===== src/rtl/decoder_3to8_strobe_if.sv =====
// Code-input handshake for the strobe decoder: the source drives a 3-bit select code with valid,
// and the decoder answers with ready.
interface decoder_3to8_strobe_if;
  logic       in_valid;
  logic       in_ready;
  logic [2:0] in_code;

  modport master (output in_valid, output in_code, input in_ready);
  modport slave  (input in_valid, input in_code, output in_ready);
endinterface


===== src/rtl/decoder_3to8_strobe.sv =====
// Queued 3-to-8 one-hot decoder: each accepted code becomes a stretched one-hot strobe,
// followed by at least one all-zero gap cycle.
//
// state | meaning
// IDLE  | nothing driven; waits for a queued code with en high
// DRIVE | Y holds one-hot of the popped code while the hold counter runs down
// GAP   | one zero cycle with done high; may pop the next code immediately
module decoder_3to8_strobe #(
  parameter int unsigned HOLD_CYCLES = 4,
  parameter int unsigned FIFO_DEPTH  = 4
) (
  input  logic                        clk,
  input  logic                        rst,
  decoder_3to8_strobe_if.slave        in_bus,
  input  logic                        en,
  output logic [7:0]                  Y,
  output logic                        y_valid,
  output logic                        done,
  output logic [$clog2(FIFO_DEPTH):0] count,
  output logic                        busy
);

  localparam int unsigned PW = $clog2(FIFO_DEPTH);
  localparam int unsigned CW = PW + 1;
  localparam logic [CW-1:0] FULL_CNT  = CW'(FIFO_DEPTH);
  localparam logic [7:0]    HOLD_LOAD = 8'(HOLD_CYCLES - 1);

  typedef enum logic [1:0] {IDLE, DRIVE, GAP} state_t;

  state_t          state_q, state_d;
  logic [7:0]      hold_q, hold_d;
  logic [7:0]      y_d;
  logic            yv_d, done_d;
  logic            push, pop;
  logic [2:0]      mem [FIFO_DEPTH];
  logic [PW-1:0]   wr_ptr, rd_ptr;
  logic [2:0]      head;

  // No full-bypass: a pop in the same cycle does not open the door when full.
  assign in_bus.in_ready = !rst && (count < FULL_CNT);
  assign push            = in_bus.in_valid && in_bus.in_ready;
  assign head            = mem[rd_ptr];
  assign busy            = (state_q != IDLE) || (count != '0);

  always_ff @(posedge clk) begin
    if (push) mem[wr_ptr] <= in_bus.in_code;
  end

  always_ff @(posedge clk) begin
    if (rst) begin
      wr_ptr <= '0;
      rd_ptr <= '0;
      count  <= '0;
    end else begin
      if (push) wr_ptr <= wr_ptr + PW'(1);
      if (pop)  rd_ptr <= rd_ptr + PW'(1);
      case ({push, pop})
        2'b10:   count <= count + CW'(1);
        2'b01:   count <= count - CW'(1);
        default: count <= count;
      endcase
    end
  end

  always_ff @(posedge clk) begin
    if (rst) begin
      state_q <= IDLE;
      hold_q  <= '0;
      Y       <= '0;
      y_valid <= 1'b0;
      done    <= 1'b0;
    end else begin
      state_q <= state_d;
      hold_q  <= hold_d;
      Y       <= y_d;
      y_valid <= yv_d;
      done    <= done_d;
    end
  end

  always_comb begin
    state_d = state_q;
    hold_d  = hold_q;
    y_d     = Y;
    yv_d    = y_valid;
    done_d  = 1'b0;
    pop     = 1'b0;
    unique case (state_q)
      IDLE, GAP: begin
        if ((count != '0) && en) begin
          pop     = 1'b1;
          y_d     = 8'b1 << head;
          yv_d    = 1'b1;
          hold_d  = HOLD_LOAD;
          state_d = DRIVE;
        end else begin
          state_d = IDLE;
        end
      end
      DRIVE: begin
        // en low freezes the strobe, stretching it by one cycle per paused cycle.
        if (en) begin
          if (hold_q == '0) begin
            y_d     = '0;
            yv_d    = 1'b0;
            done_d  = 1'b1;
            state_d = GAP;
          end else begin
            hold_d = hold_q - 8'd1;
          end
        end
      end
      default: state_d = IDLE;
    endcase
  end

endmodule


===== src/flat_wrapper.sv =====
// flat-port wrapper written by rule: the top's interface ports become plain ports
module decoder_3to8_strobe_flat 
#(
  parameter int unsigned HOLD_CYCLES = 4,
  parameter int unsigned FIFO_DEPTH  = 4
)
  (clk, rst, en, Y, y_valid, done, count, busy, in_bus_in_valid, in_bus_in_code, in_bus_in_ready);
  decoder_3to8_strobe_if in_bus_i ();
  input  logic clk;
  input  logic rst;
  input  logic en;
  output logic [7:0] Y;
  output logic y_valid;
  output logic done;
  output logic [$clog2(FIFO_DEPTH):0] count;
  output logic busy;
  input wire logic [$bits(in_bus_i.in_valid)-1:0] in_bus_in_valid;
  input wire logic [$bits(in_bus_i.in_code)-1:0] in_bus_in_code;
  output wire logic [$bits(in_bus_i.in_ready)-1:0] in_bus_in_ready;
  assign in_bus_i.in_valid = in_bus_in_valid;
  assign in_bus_i.in_code = in_bus_in_code;
  assign in_bus_in_ready = in_bus_i.in_ready;
  decoder_3to8_strobe #(.HOLD_CYCLES(HOLD_CYCLES), .FIFO_DEPTH(FIFO_DEPTH)) u_core (.clk(clk), .rst(rst), .in_bus(in_bus_i), .en(en), .Y(Y), .y_valid(y_valid), .done(done), .count(count), .busy(busy));
endmodule

===== config.mk =====
export PLATFORM = sky130hd
export DESIGN_NAME = decoder_3to8_strobe_flat
export DESIGN_NICKNAME = d
export VERILOG_FILES = /design/src/rtl/decoder_3to8_strobe_if.sv /design/src/rtl/decoder_3to8_strobe.sv /design/src/flat_wrapper.sv
export SDC_FILE = /design/constraint.sdc
export NUM_CORES = 1
export LEC_CHECK = 0
export CORE_MARGIN = 2
export CORE_UTILIZATION = 35
export DETAILED_ROUTE_END_ITERATION = 8
export PLACE_DENSITY_LB_ADDON = 0.3
export SYNTH_ARGS = -nofsm -noshare
export SYNTH_HDL_FRONTEND = slang
export SYNTH_SLANG_ARGS = --single-unit

===== constraint.sdc =====
create_clock -name clk -period 2 [get_ports clk]
set_clock_uncertainty 0.1 [all_clocks]
set_input_delay 0.4 -clock clk [delete_from_list [all_inputs] [get_ports clk]]
set_output_delay 0.4 -clock clk [all_outputs]
set_load 0.1 [all_outputs]

# [After elaboration in Yosys (flattened, before gate mapping)]
# Memories as Yosys holds them, arrays and structs flattened. A register that Yosys moved wholly into a read port is not among the register bits.
# Cells that the tools add are included.
[classes] n_eq_ne=8 reduce_logical=16 bitwise_logic=2 n_mux=24 n_lt_le_gt_ge=1 shifts=1 n_addsub=5
[op_table] operator="$mux W8" n=6
[op_table] operator="$pmux W8 S2" n=2
[op_table] operator="$mux W1" n=9
[op_table] operator="$logic_not A8 Y1" n=1
[op_table] operator="$mux W2" n=4
[op_table] operator="$reduce_and A4 Y1" n=2
[op_table] operator="$shl A1 B3 Y8 const A" n=1
[op_table] operator="$sub A8 B1 Y8 const B" n=1
[op_table] operator="$pmux W3 S2" n=1
[op_table] operator="$reduce_bool A2 Y1" n=3
[op_table] operator="$add A2 B1 Y2 const B" n=2
[op_table] operator="$eq A2 B1 Y1 const B" n=2
[op_table] operator="$eq A2 B2 Y1 const B" n=2
[op_table] operator="$ne A2 B1 Y1 const B" n=2
[op_table] operator="$ne A2 B2 Y1 const B" n=2
[op_table] operator="$pmux W2 S2" n=1
[op_table] operator="$add A3 B1 Y3 const B" n=1
[op_table] operator="$logic_and A1 B1 Y1" n=3
[op_table] operator="$lt A3 B3 Y1 const B" n=1
[op_table] operator="$reduce_bool A3 Y1" n=1
[op_table] operator="$reduce_or A3 Y1" n=1
[op_table] operator="$sub A3 B1 Y3 const B" n=1
[op_table] operator="$logic_not A2 Y1" n=1
[op_table] operator="$not A1 Y1" n=2
[op_table] operator="5 further kinds" n=5
[totals] out_inout_bits=15 ramBits=12 wordCells=66 mem_count=1 inputBits=7 regBits=27
[mem_list] memory="u_core.mem" words=4 width=3 rd=1 rd_ports_with_merged_regs=1 write_ports=1 line="decoder_3to8_strobe.sv:35" rtl="logic [2:0] mem [FIFO_DEPTH];"

# [Longest topological paths before layout]
# Gate-level depths: netlist of run 1.
[logic_depth] word_depth=6 mapped_depth=9

# [Worst setup path after synthesis of run 1]
# OpenSTA, ideal clock, no wires.
[synth_path] path_kind="register -> register" startpoint="reg u_core.count[2]" endpoint="reg u_core.count[2]" n_path_buf=0 setup_slack_ns=-1.647 stages_incl_launch_ff=10 t_required_ns=1.829 t_arrival_ns=3.477 path_cell_list="dfxtp_1 nor2_1 and2_1 inv_1 ha_1 inv_1 fa_1 xor2_1 or3_1 a21oi_1"
[synth_between] elab_cells_between_ends=13 cone_classes="2 x add/sub; 1 x order compare; 2 x eq/ne; 3 x mux; 5 x reduce/logical"
[synth_lines] element="start: declaration" line="decoder_3to8_strobe.sv:19" rtl="output logic [$clog2(FIFO_DEPTH):0] count,"
[synth_lines] element="start signal: assignment" line="decoder_3to8_strobe.sv:58" rtl="2'b10: count <= count + CW'(1);"
[synth_lines] element="start signal: assignment" line="decoder_3to8_strobe.sv:59" rtl="2'b01: count <= count - CW'(1);"
[synth_lines] element="start signal: assignment" line="decoder_3to8_strobe.sv:60" rtl="default: count <= count;"
[synth_lines] element="$lt A3 B3 Y1 *" line="decoder_3to8_strobe.sv:40" rtl="assign in_bus.in_ready = !rst && (count < FULL_CNT);"
[synth_lines] element="$logic_and A1 B1 Y1 *" line="decoder_3to8_strobe.sv:40"
[synth_lines] element="net in_bus_in_ready" line="flat_wrapper.sv:19" rtl="output wire logic [$bits(in_bus_i.in_ready)-1:0] in_bus_in_ready;"
[synth_lines] element="$logic_and A1 B1 Y1 *" line="decoder_3to8_strobe.sv:41" rtl="assign push = in_bus.in_valid && in_bus.in_ready;"
[synth_lines] element="$eq A2 B1 Y1 or $eq A2 B2 Y1 (tied branches)" line="decoder_3to8_strobe.sv:57" rtl="case ({push, pop})"
[synth_lines] element="$pmux W3 S2 or $reduce_bool A2 Y1 (tied branches)"
# Mark *: on every way through the listed nets, which the timed path passes. The rest lies on a longest branch.
# A chain may end at the register's enable or synchronous reset.

# [Final worst setup path of run 1]
[layout_path] startpoint="reg u_core.count[0]" endpoint="out busy"
[layout_between] elab_chain_len=2
[layout_lines] element="$reduce_bool A3 Y1" line="decoder_3to8_strobe.sv:43" rtl="assign busy = (state_q != IDLE) || (count != '0);"
[layout_lines] element="$logic_or A1 B1 Y1" line="decoder_3to8_strobe.sv:43"
[layout_lines] element="end: declaration" line="flat_wrapper.sv:16" rtl="output logic busy;"
# No other way between the ends.

==> results of run 1 <==
-- cells in the mapped netlist, types with 2 or more instances --
| cell type | number | area [µm²] |
|---|---|---|
| buf_2 | 2 | 10.0 |
| nand2_1 | 8 | 30.0 |
| edfxtp_1 | 12 | 360 |
| nor4_1 | 4 | 25.0 |
| a21oi_1 | 11 | 55.1 |
| nand4_1 | 3 | 18.8 |
| xor2_1 | 4 | 35.0 |
| nor2_1 | 10 | 37.5 |
| nand3_1 | 5 | 25.0 |
| dfxtp_1 | 29 | 581 |
| or3_1 | 7 | 43.8 |
| a211oi_1 | 2 | 15.0 |
| inv_1 | 12 | 45.0 |
| mux4_2 | 3 | 67.6 |
| o21ai_0 | 4 | 20.0 |
| nand2b_1 | 2 | 12.5 |
| o2bb2ai_1 | 5 | 43.8 |
| ha_1 | 7 | 87.6 |
| a32o_1 | 3 | 30.0 |
| o31ai_1 | 2 | 15.0 |
| nor3_1 | 3 | 15.0 |
| and3_1 | 5 | 31.3 |
| nor2b_1 | 2 | 12.5 |
-- stage by stage --
step | TNS, ns | power (mW) | setup WS, ns | hold slack, ns
2_1_floorplan | -0.667 | 2.80 | -0.341 | 0.349
3_3_place_gp | -1.03 | 3.60 | -0.544 | 0.350
3_5_place_dp | -1.05 | 3.60 | -0.530 | 0.353
4_1_cts | -0.198 | 4.33 | -0.198 | 0.371
5_1_grt | -0.336 | 4.59 | -0.222 | 0.391
6_report | -0.184 | 4.31 | -0.184 | 0.368
-- registers in the layout (all words and copies together) (netlist names), named ones only --
register,count
u_core.rd_ptr,2
u_core.done,1
u_core.state_q,2
u_core.hold_q,8
u_core.wr_ptr,2
u_core.Y,8
u_core.mem,12
u_core.y_valid,1
u_core.count,3
-- logic make-up (layout without fill, tap and decap cells) --
group / Yosys count / in the layout / synth area share
and+or+nand+nor: 57 / 57 / 0.180
DFF: 41 / 41 / 0.526
buffers and inverters: 16 / 60 / 0.0350
AOI/OAI and AO/OA: 34 / 34 / 0.136
muxes: 3 / 3 / 0.0378
adders and majority gates: 8 / 8 / 0.0601
xor gates and xnor gates: 5 / 5 / 0.0245
-- power groups by stage --
stage          clock network (mW)  logic (mW)  registers (mW)
2_1_floorplan                   0        1.24            1.56
3_3_place_gp                    0        2.36            1.24
3_5_place_dp                    0        2.36            1.24
4_1_cts                     0.676        2.42            1.23
5_1_grt                     0.710        2.63            1.25
6_report                    0.656        2.42            1.23
-- worst max-delay path, cell delays in order (launching register included) --
cell	delay, ns
dfxtp_4	0.34
or3_4	0.39
buf_6	0.13
or3_4	0.34
buf_12	0.18
-- layer usage --
metal  global-route usage  vias to the layer above  wire length [µm]
li1                     -                      689                 -
met1                0.175                      636              1620
met2                0.227                       23              1610
met3               0.0489                        5               154
met4               0.0585                        0                54
met5                    0                        -                 0
-- timing repair --
| action | in CTS | in global routing |
|---|---|---|
| endpoints found under the hold margin | 0 | 0 |
| hold buffers | 0 | 0 |
| setup endpoints to repair | 3 | 3 |
| setup buffers | 1 | 0 |
| pin swaps | 0 | 1 |
| resized for setup | 7 | 2 |
-- final timing paths --
path | from | endpoint | slack (ns) | cells past startpoint
hold reg to reg | u_core.Y[6]$_SDFFE_PP0P_ | u_core.Y[6]$_SDFFE_PP0P_ | 0.37 | 1
setup reg to reg | u_core.count[2]$_SDFFE_PP0P_ | u_core.count[2]$_SDFFE_PP0P_ | 0.04 | 10
setup / recovery | u_core.count[0]$_SDFFE_PP0P_ | busy | -0.18 | 4
hold / removal | u_core.Y[6]$_SDFFE_PP0P_ | u_core.Y[6]$_SDFFE_PP0P_ | 0.37 | 1
-- final cells by class --
type | instances | area [µm²]
well taps | 70 | 87.6
clock inverters | 2 | 38.8
repair buffers | 40 | 392
fillers | 488 | 2590
inverters | 12 | 45.0
flip-flops and latches | 41 | 952
multi-input cells | 107 | 831
clock buffers | 6 | 72.6
==> qor.csv, run 1 <==
stage,metric,value,unit
detailed_routing,drc,0,
floorplanning,dieArea,5700,µm²
pwr,p_seq_frac,0.285,
placement,placed_cell_area,2280,µm²
clock_network,cts_tree,yes,
detailed_routing,first_iter_violations,48,
final_layout,final_area,2420,µm²
global_route,grt_pass1_vias,1329,
worst_hold_path,hold_class,reg2reg,
placement,place_inst,269,
floorplanning,io_pins,22,
floorplanning,rows,26,
sta,hold_violations,0,
yosys,yosysSeqAreaShare,0.526,
yosys,ys_warn_count,0,
yosys,avgSynthCellArea,10.9,µm²
placement,gp_congestion,0.850,
final_layout,antenna_cells,0,
global_route,grt_max_degree,20,
worst_setup_path,end_kind,primary output,
yosys,ys_seq_elements,41,
sta,min_period_over_period,1.09,
global_route,grtUsageTotal,0.142,
pwr,powerDensity,1780,nW/µm²
clock_network,clock_latency,0.30,ns
pwr,p_sw_frac,0.428,
final_layout,syn_to_final_growth,35.2,%
worst_setup_path,worstPathRequired,1.50,ns
sta,timing.fmax,458,MHz
yosys,synth_edf_count,12,
detailed_routing,final_antenna_net_count,0,
clock_network,cts_sinks,41,
sta,layout_min_cycle_time,2.18,ns
yosys,async_reset_ff_frac,0,
final_layout,layout_commonest_cell,buf_4,
worst_setup_path,critPathArrivalTime,1.68,ns
run_status,violations,setup timing,
worst_setup_path,path_max_fanout,4,
detailed_routing,via_per_inst,4.87,
pwr,p_sw,1.84,mW
global_route,grt_pass1_wl,5950,µm
detailed_routing,num_vias,1353,
pwr,p_leak,0.936,nW
clock_network,htree_levels,2,
sta,drv_slew,0,
run,cap_violations,0,
detailed_routing,wl_per_cell,12.4,µm
yosys,synth_cells,164,
global_route,grt-ovfl-total,0,
pwr,p_comb_frac,0.562,
sta,worst_pin_slew,0.328,ns
global_route,antenna_found_initial,0,
final_layout,instances_no_fill,278,
clock_network,clock_path_buffers,2,
clock_network,path_clk_slew,0.08,ns
worst_setup_path,worstSetupPathType,reg2out,
floorplanning,initial_utilization,0.357,
clock_network,cts_root_buffer,clkbuf_8,
worst_setup_path,cp-start-kind,flop,
pwr,ir_drop,2.13,mV
placement,dp_hpwl,2560,µm
floorplanning,die_x,75.5,µm
floorplanning,core_area,5010,µm²
run_status,status,"finished, violations left",
final_layout,drive_above_1_share,0.303,
sta,rsz0062_at_grt,yes,
sta,setup_slack,-0.184,ns
detailed_routing,drt_first_pass_iters,4,
clock_network,cts_buffers,5,
yosys,yosysUniqueCellTypes,42,
yosys,synth_nets,179,
placement,port_buffers,21,
final_layout,nets,222,
pwr,clkPwrFrac,0.152,
sta,setup_violations,1,
final_layout,final_cell_mix,"buf_4, dfxtp_1, edfxtp_1, a21oi_1, inv_1",
pwr,internal_power,2.47,mW
yosys,netlist_area,1790,µm²
sta,slew_headroom,0.781,
detailed_routing,drt_wl_total,3430,µm
yosys,synthFlopType,dfxtp_1,
floorplanning,fp.dieH,75.5,µm
final_layout,utilization,0.483,
No activity file was read; power rests on OpenSTA's default activity.
==> run 2, diff against run 1 <==
--- a/config.mk
+++ b/config.mk
@@ -6,7 +6,7 @@
 export NUM_CORES = 1
 export LEC_CHECK = 0
 export CORE_MARGIN = 2
-export CORE_UTILIZATION = 35
+export CORE_UTILIZATION = 49
 export DETAILED_ROUTE_END_ITERATION = 8
 export PLACE_DENSITY_LB_ADDON = 0.3
 export SYNTH_ARGS = -nofsm -noshare
==> run 2 against run 1 <==
  * Cell count fell by 8.6%
  * Wire length rose by 4.6%
  * Sequential share of layout area rose by 0.80 points
  * Hold slack improved by 0.0087 ns
  * Global-route usage rose by 5.3 points
  * The flow still finishes with violations (setup timing)
  * Sequential cell count did not move
  * Via count rose by 2.9%
  * Power fell by 3.6%
  * Clock-buffer cell count fell by 1
  * Clock power fell by 21%
  * Non-clock buffer count did not move
==> qor.csv, run 2 (same netlist as run 1, synthesis figures left out) <==
stage,metric,value,unit
worst_hold_path,hold_start,u_core.Y[3]$_SDFFE_PP0P_,
final_layout,largest-register,u_core.mem,
pwr,ir_drop,1.06,mV
clock_network,cts_tree,yes,
global_route,grtUsageTotal,0.194,
floorplanning,rows,21,
worst_hold_path,hold_class,reg2reg,
clock_network,cts_root_buffer,clkbuf_4,
clock_network,path_clk_slew,0.12,ns
sta,hold_violations,0,
detailed_routing,drt_wl_total,3590,µm
sta,drv_slew,0,
detailed_routing,final_antenna_net_count,0,
run,cap_violations,0,
floorplanning,io_pins,22,
sta,layout_min_cycle_time,2.21,ns
sta,rsz0062_at_grt,yes,
final_layout,largest_reg_flops,12,
floorplanning,die_x,64.4,µm
sta,slew_headroom,0.690,
worst_setup_path,path_max_fanout,2,
sta,worst_pin_slew,0.461,ns
final_layout,drive_above_1_share,0.313,
global_route,grt-ovfl-total,0,
clock_network,cts_sinks,41,
final_layout,syn_to_final_growth,32.7,%
pwr,powerDensity,1750,nW/µm²
final_layout,final_cell_mix,"buf_4, dfxtp_1, edfxtp_1, a21oi_1",
run_status,status,"finished, violations left",
clock_network,cts_hold_buffers,0,
clock_network,clock_path_buffers,2,
worst_setup_path,crit_slowest_cell,or3_4,
worst_setup_path,cp-start-kind,flop,
worst_setup_path,cp_cell_sequence,or3_4 > buf_6 > or3_4 > buf_12,
detailed_routing,drt_first_pass_iters,4,
run_status,violations,setup timing,
placement,port_buffers,21,
clock_network,htree_levels,2,
placement,gp_congestion,0.864,
sta,min_period_over_period,1.10,
sta,setup_violations,2,
global_route,antenna_found_initial,0,
final_layout,utilization,0.695,
final_layout,layout_commonest_cell,buf_4,
global_route,grt_pass1_wl,6150,µm
final_layout,antenna_cells,0,
worst_setup_path,critPathLaunch,u_core.count[0]$_SDFFE_PP0P_,
detailed_routing,num_vias,1392,
floorplanning,core_area,3420,µm²
floorplanning,dieArea,4150,µm²
detailed_routing,wl_per_cell,14.1,µm
clock_network,cts_buffers,5,
worst_setup_path,end_kind,primary output,
clock_network,clock_latency,0.35,ns
placement,dp_hpwl,2760,µm
worst_setup_path,critPathArrivalTime,1.71,ns
final_layout,nets,222,
worst_setup_path,worstSetupPathType,reg2out,
detailed_routing,first_iter_violations,111,
worst_setup_path,worstPathRequired,1.50,ns
sta,setup_slack,-0.209,ns
sta,timing.fmax,453,MHz
detailed_routing,drc,0,
global_route,grt_pass1_vias,1362,
worst_setup_path,worstReg2RegStart,u_core.count[2]$_SDFFE_PP0P_,
floorplanning,initial_utilization,0.524,
detailed_routing,via_per_inst,5.48,
worst_setup_path,cpMostUsedCell,or3_4,
final_layout,reg.largest.list,"u_core.mem (12), u_core.Y (8), u_core.hold_q (8)",
worst_setup_path,slowest_delay,0.38,ns
pwr,p_leak,0.917,nW
global_route,grt_max_degree,20,
floorplanning,fp.dieH,64.4,µm
pwr,p_total,4.15,mW
[run 2: cell count changes in the layout (fill, tap and decap cells not counted), sizes merged]
cell and delta:
clkdlybuf4s15 -1, clkdlybuf4s50 +3, clkbuf -1, dlygate4sd2 -2, clkinvlp +1
[run 2: report_power, final]
group / switching (mW) / total (mW) / internal, mW / leakage (nW)
registers: 0.197 / 1.25 / 1.05 / 0.347
clock network: 0.262 / 0.521 / 0.259 / 0.0389
logic: 1.37 / 2.39 / 1.02 / 0.531
[run 2: critical path: cells and delay by family (launching register included)]
kind	cells	cell delay [ns]
simple gates	2	0.71
flops	1	0.36
buf+inv	2	0.29
[run 2: through the flow]
stage | instance area (µm²) | hold slack (ns) | std cells | setup WS, ns | TNS [ns]
after floorplan | 1830 | 0.349 | 164 | -0.341 | -0.667
after global placement | 2260 | 0.348 | 244 | -0.477 | -0.884
after detailed placement | 2260 | 0.352 | 244 | -0.507 | -1.07
after CTS | 2370 | 0.378 | 254 | -0.222 | -0.313
after global routing | 2370 | 0.387 | 254 | -0.260 | -0.530
final | 2370 | 0.377 | 254 | -0.209 | -0.326
[run 2: final cells by class]
| cell class | count | area (µm²) |
|---|---|---|
| multi-input combinational | 107 | 832 |
| tap | 46 | 57.6 |
| clock buffer | 5 | 37.5 |
| fill | 249 | 1040 |
| clock inverter | 3 | 41.3 |
| timing repair buffer | 40 | 407 |
| sequential | 41 | 953 |
| inverter | 12 | 45.0 |
[run 2: final timing paths]
check                                 end  slack, ns  cells past startpoint
max                                  busy      -0.21                      4
min              u_core.Y[3]$_SDFFE_PP0P_       0.38                      1
max reg2reg  u_core.count[2]$_SDFFE_PP0P_       0.02                     10
min reg2reg      u_core.Y[3]$_SDFFE_PP0P_       0.38                      1
[run 2: timing repair]
action,4_1_cts,5_1_grt
pin swaps,0,1
endpoints found under the setup margin,3,7
gates resized for setup,5,2
buffers inserted,2,0
[run 2: layer usage]
metal,GRT usage,routed length (µm)
met1,0.232,1520
met2,0.333,1870
met3,0.0573,140
met4,0.0691,56
met5,0,0
==> run 3, diff against run 2 <==
--- a/config.mk
+++ b/config.mk
@@ -6,9 +6,11 @@
 export NUM_CORES = 1
 export LEC_CHECK = 0
 export CORE_MARGIN = 2
-export CORE_UTILIZATION = 49
+export CORE_UTILIZATION = 51
+export CTS_BUF_LIST = sky130_fd_sc_hd__clkbuf_8
 export DETAILED_ROUTE_END_ITERATION = 8
 export PLACE_DENSITY_LB_ADDON = 0.3
+export SLEW_MARGIN = 40
 export SYNTH_ARGS = -nofsm -noshare
 export SYNTH_HDL_FRONTEND = slang
 export SYNTH_SLANG_ARGS = --single-unit
==> run 3 against run 2 <==
  * The run still ends with setup timing left
  * Highest routed layer unchanged
  * Combinational power about the same
  * Register-to-register slack lost 0.02 ns
  * Worst setup slack gained 0.038 ns
  * Critical path type unchanged
  * Critical endpoint unchanged
  * Largest power group unchanged
==> qor.csv, run 3 (same netlist as run 1, synthesis figures left out) <==
stage,metric,value,unit
floorplanning,fp.dieH,63.2,µm
placement,gp_congestion,0.870,
sta,timing.hold.ws,0.367,ns
pwr,ir_drop,0.996,mV
sta,layout_min_cycle_time,2.17,ns
final_layout,fill_cells,268,
floorplanning,io_pins,22,
clock_network,clock_path_buffers,2,
global_route,grt_pass1_vias,1438,
clock_network,clock_latency,0.30,ns
worst_setup_path,cpMostUsedCell,or3_4,
placement,port_buffers,21,
run_status,violations,setup timing,
worst_setup_path,reg2reg_depth,10,
worst_setup_path,worstReg2RegStart,u_core.count[2]$_SDFFE_PP0P_,
worst_setup_path,cp-start-kind,flop,
final_layout,multi_input_area,837,µm²
floorplanning,dieArea,4000,µm²
final_layout,seq_area,952,µm²
global_route,grtUsageTotal,0.212,
clock_network,cts_sinks,41,
worst_setup_path,slowest_delay,0.39,ns
pwr,p_sw_frac,0.447,
pwr,internal_power,2.30,mW
sta,min_period_over_period,1.09,
sta,hold_violations,0,
detailed_routing,drt_wl_total,3770,µm
sta,setup_slack,-0.171,ns
pwr,powerDensity,1750,nW/µm²
sta,timing.fmax,461,MHz
worst_setup_path,worstPathRequired,1.50,ns
pwr,p_leak,0.954,nW
worst_setup_path,crit_family,simple AND/OR/NAND/NOR gates,
pwr,p_sw,1.86,mW
pwr,p_comb_frac,0.579,
worst_hold_path,hold_end,u_core.Y[2]$_SDFFE_PP0P_,
floorplanning,initial_utilization,0.532,
clock_network,cts_buffers,5,
worst_setup_path,crit_slowest_cell,or3_4,
placement,dp_hpwl,2770,µm
worst_setup_path,worstSetupPathType,reg2out,
run_status,status,"finished, violations left",
worst_setup_path,reg2reg_to,u_core.count[2]$_SDFFE_PP0P_,
floorplanning,core_area,3360,µm²
detailed_routing,drc,0,
floorplanning,die_x,63.2,µm
worst_setup_path,rrSetupSlack,0,ns
sta,rsz0062_at_grt,yes,
sta,drv_slew,0,
worst_setup_path,path_max_fanout,2,
detailed_routing,via_per_inst,5.54,
global_route,antenna_found_initial,0,
final_layout,antenna_cells,0,
global_route,grt_pass1_wl,6440,µm
clock_network,cts_root_buffer,clkbuf_8,
final_layout,final_cell_mix,"dfxtp_1, buf_4, edfxtp_1, inv_1, a21oi_1",
global_route,grt_max_degree,20,
final_layout,largest_reg_flops,12,
pwr,clkPwrFrac,0.121,
sta,setup_violations,2,
clock_network,cts_hold_buffers,0,
worst_hold_path,whs_path_depth,1,
final_layout,drive_above_1_share,0.313,
worst_setup_path,end_kind,primary output,
final_layout,nets,222,
global_route,grt-ovfl-total,0,
floorplanning,rows,21,
worst_hold_path,hold_start,u_core.Y[2]$_SDFFE_PP0P_,
detailed_routing,first_iter_violations,102,
sta,final.setup.tns,-0.172,ns
detailed_routing,num_vias,1406,
final_layout,largest-register,u_core.mem,
sta,worst_pin_slew,0.482,ns
detailed_routing,final_antenna_net_count,0,
final_layout,reg.largest.list,"u_core.mem (12), u_core.Y (8), u_core.hold_q (8)",
worst_setup_path,critPathArrivalTime,1.67,ns
pwr,p_seq_frac,0.300,
sta,slew_headroom,0.676,
clock_network,cts_tree,yes,
worst_hold_path,hold_class,reg2reg,
detailed_routing,drt_first_pass_iters,4,
run,cap_violations,0,
worst_setup_path,cp_cell_sequence,or3_4 > buf_6 > or3_4 > buf_12,
clock_network,path_clk_slew,0.07,ns
detailed_routing,wl_per_cell,14.9,µm
clock_network,htree_levels,2,
worst_setup_path,path_buf_inv,2,
final_layout,syn_to_final_growth,32.9,%
[run 3: cell count changes in the layout (fill, tap and decap cells not counted), sizes merged]
| cell | delta |
|---|---|
| inv | +2 |
| dlymetal6s2s | +3 |
| bufinv | -1 |
| clkinvlp | -1 |
| clkdlybuf4s50 | -3 |
[run 3: final cells by class]
cell class | count | area share
clock buffers | 5 | 0.0289
clock inverters | 3 | 0.00526
inverters | 12 | 0.0189
multi-input cells | 107 | 0.352
flip-flops and latches | 41 | 0.400
well taps | 46 | 0.0242
repair buffers | 40 | 0.170
[run 3: what timing repair did]
action                                  4_1_cts  5_1_grt
endpoints found under the setup margin        3        3
setup buffers                                 1        1
pin swaps                                     0        4
gates resized for setup                       6        6
[run 3: worst max path at each step]
stage | endpoint | slack, ns | startpoint | cells after the start
floorplan | u_core.count[2]$_SDFFE_PP0P_ | -0.34 | u_core.count[2]$_SDFFE_PP0P_ | 9
global placement | u_core.count[2]$_SDFFE_PP0P_ | -0.48 | en | 10
detailed placement | u_core.count[2]$_SDFFE_PP0P_ | -0.55 | en | 10
CTS | busy | -0.19 | u_core.count[2]$_SDFFE_PP0P_ | 4
global route | busy | -0.20 | u_core.count[0]$_SDFFE_PP0P_ | 4
finish | busy | -0.17 | u_core.count[0]$_SDFFE_PP0P_ | 4
[run 3: worst register-to-register path, stage by stage, from the launching register on]
cell	delay [ns]
dfxtp_4	0.35
buf_6	0.10
nor2_4	0.03
and2_4	0.14
inv_2	0.06
ha_4	0.12
inv_2	0.04
fa_2	0.34
xor2_1	0.15
or3_1	0.36
a21oi_2	0.14
[run 3: through the flow]
step / setup WS, ns / instance area (µm²) / util / std cells / power, mW
floorplan: -0.341 / 1830 / - / 164 / 2.80
global placement: -0.476 / 2250 / 0.668 / 244 / 3.48
detailed placement: -0.550 / 2250 / 0.668 / 244 / 3.55
CTS: -0.188 / 2350 / 0.700 / 253 / 4.12
global route: -0.201 / 2380 / 0.707 / 254 / 4.43
finish: -0.171 / 2380 / 0.707 / 254 / 4.16
[run 3: power groups by stage]
stage | combinational, mW | sequential, mW | clock (mW)
floorplan | 1.24 | 1.56 | 0
global placement | 2.24 | 1.24 | 0
detailed placement | 2.29 | 1.26 | 0
CTS | 2.36 | 1.24 | 0.517
global route | 2.60 | 1.28 | 0.550
finish | 2.41 | 1.25 | 0.503
[run 3: per-layer routing]
layer,GRT usage,up-vias,share of wire
li1,-,686,-
met1,0.245,685,0.42
met2,0.362,29,0.51
met3,0.0500,6,0.048
met4,0.117,0,0.017
met5,0,-,0
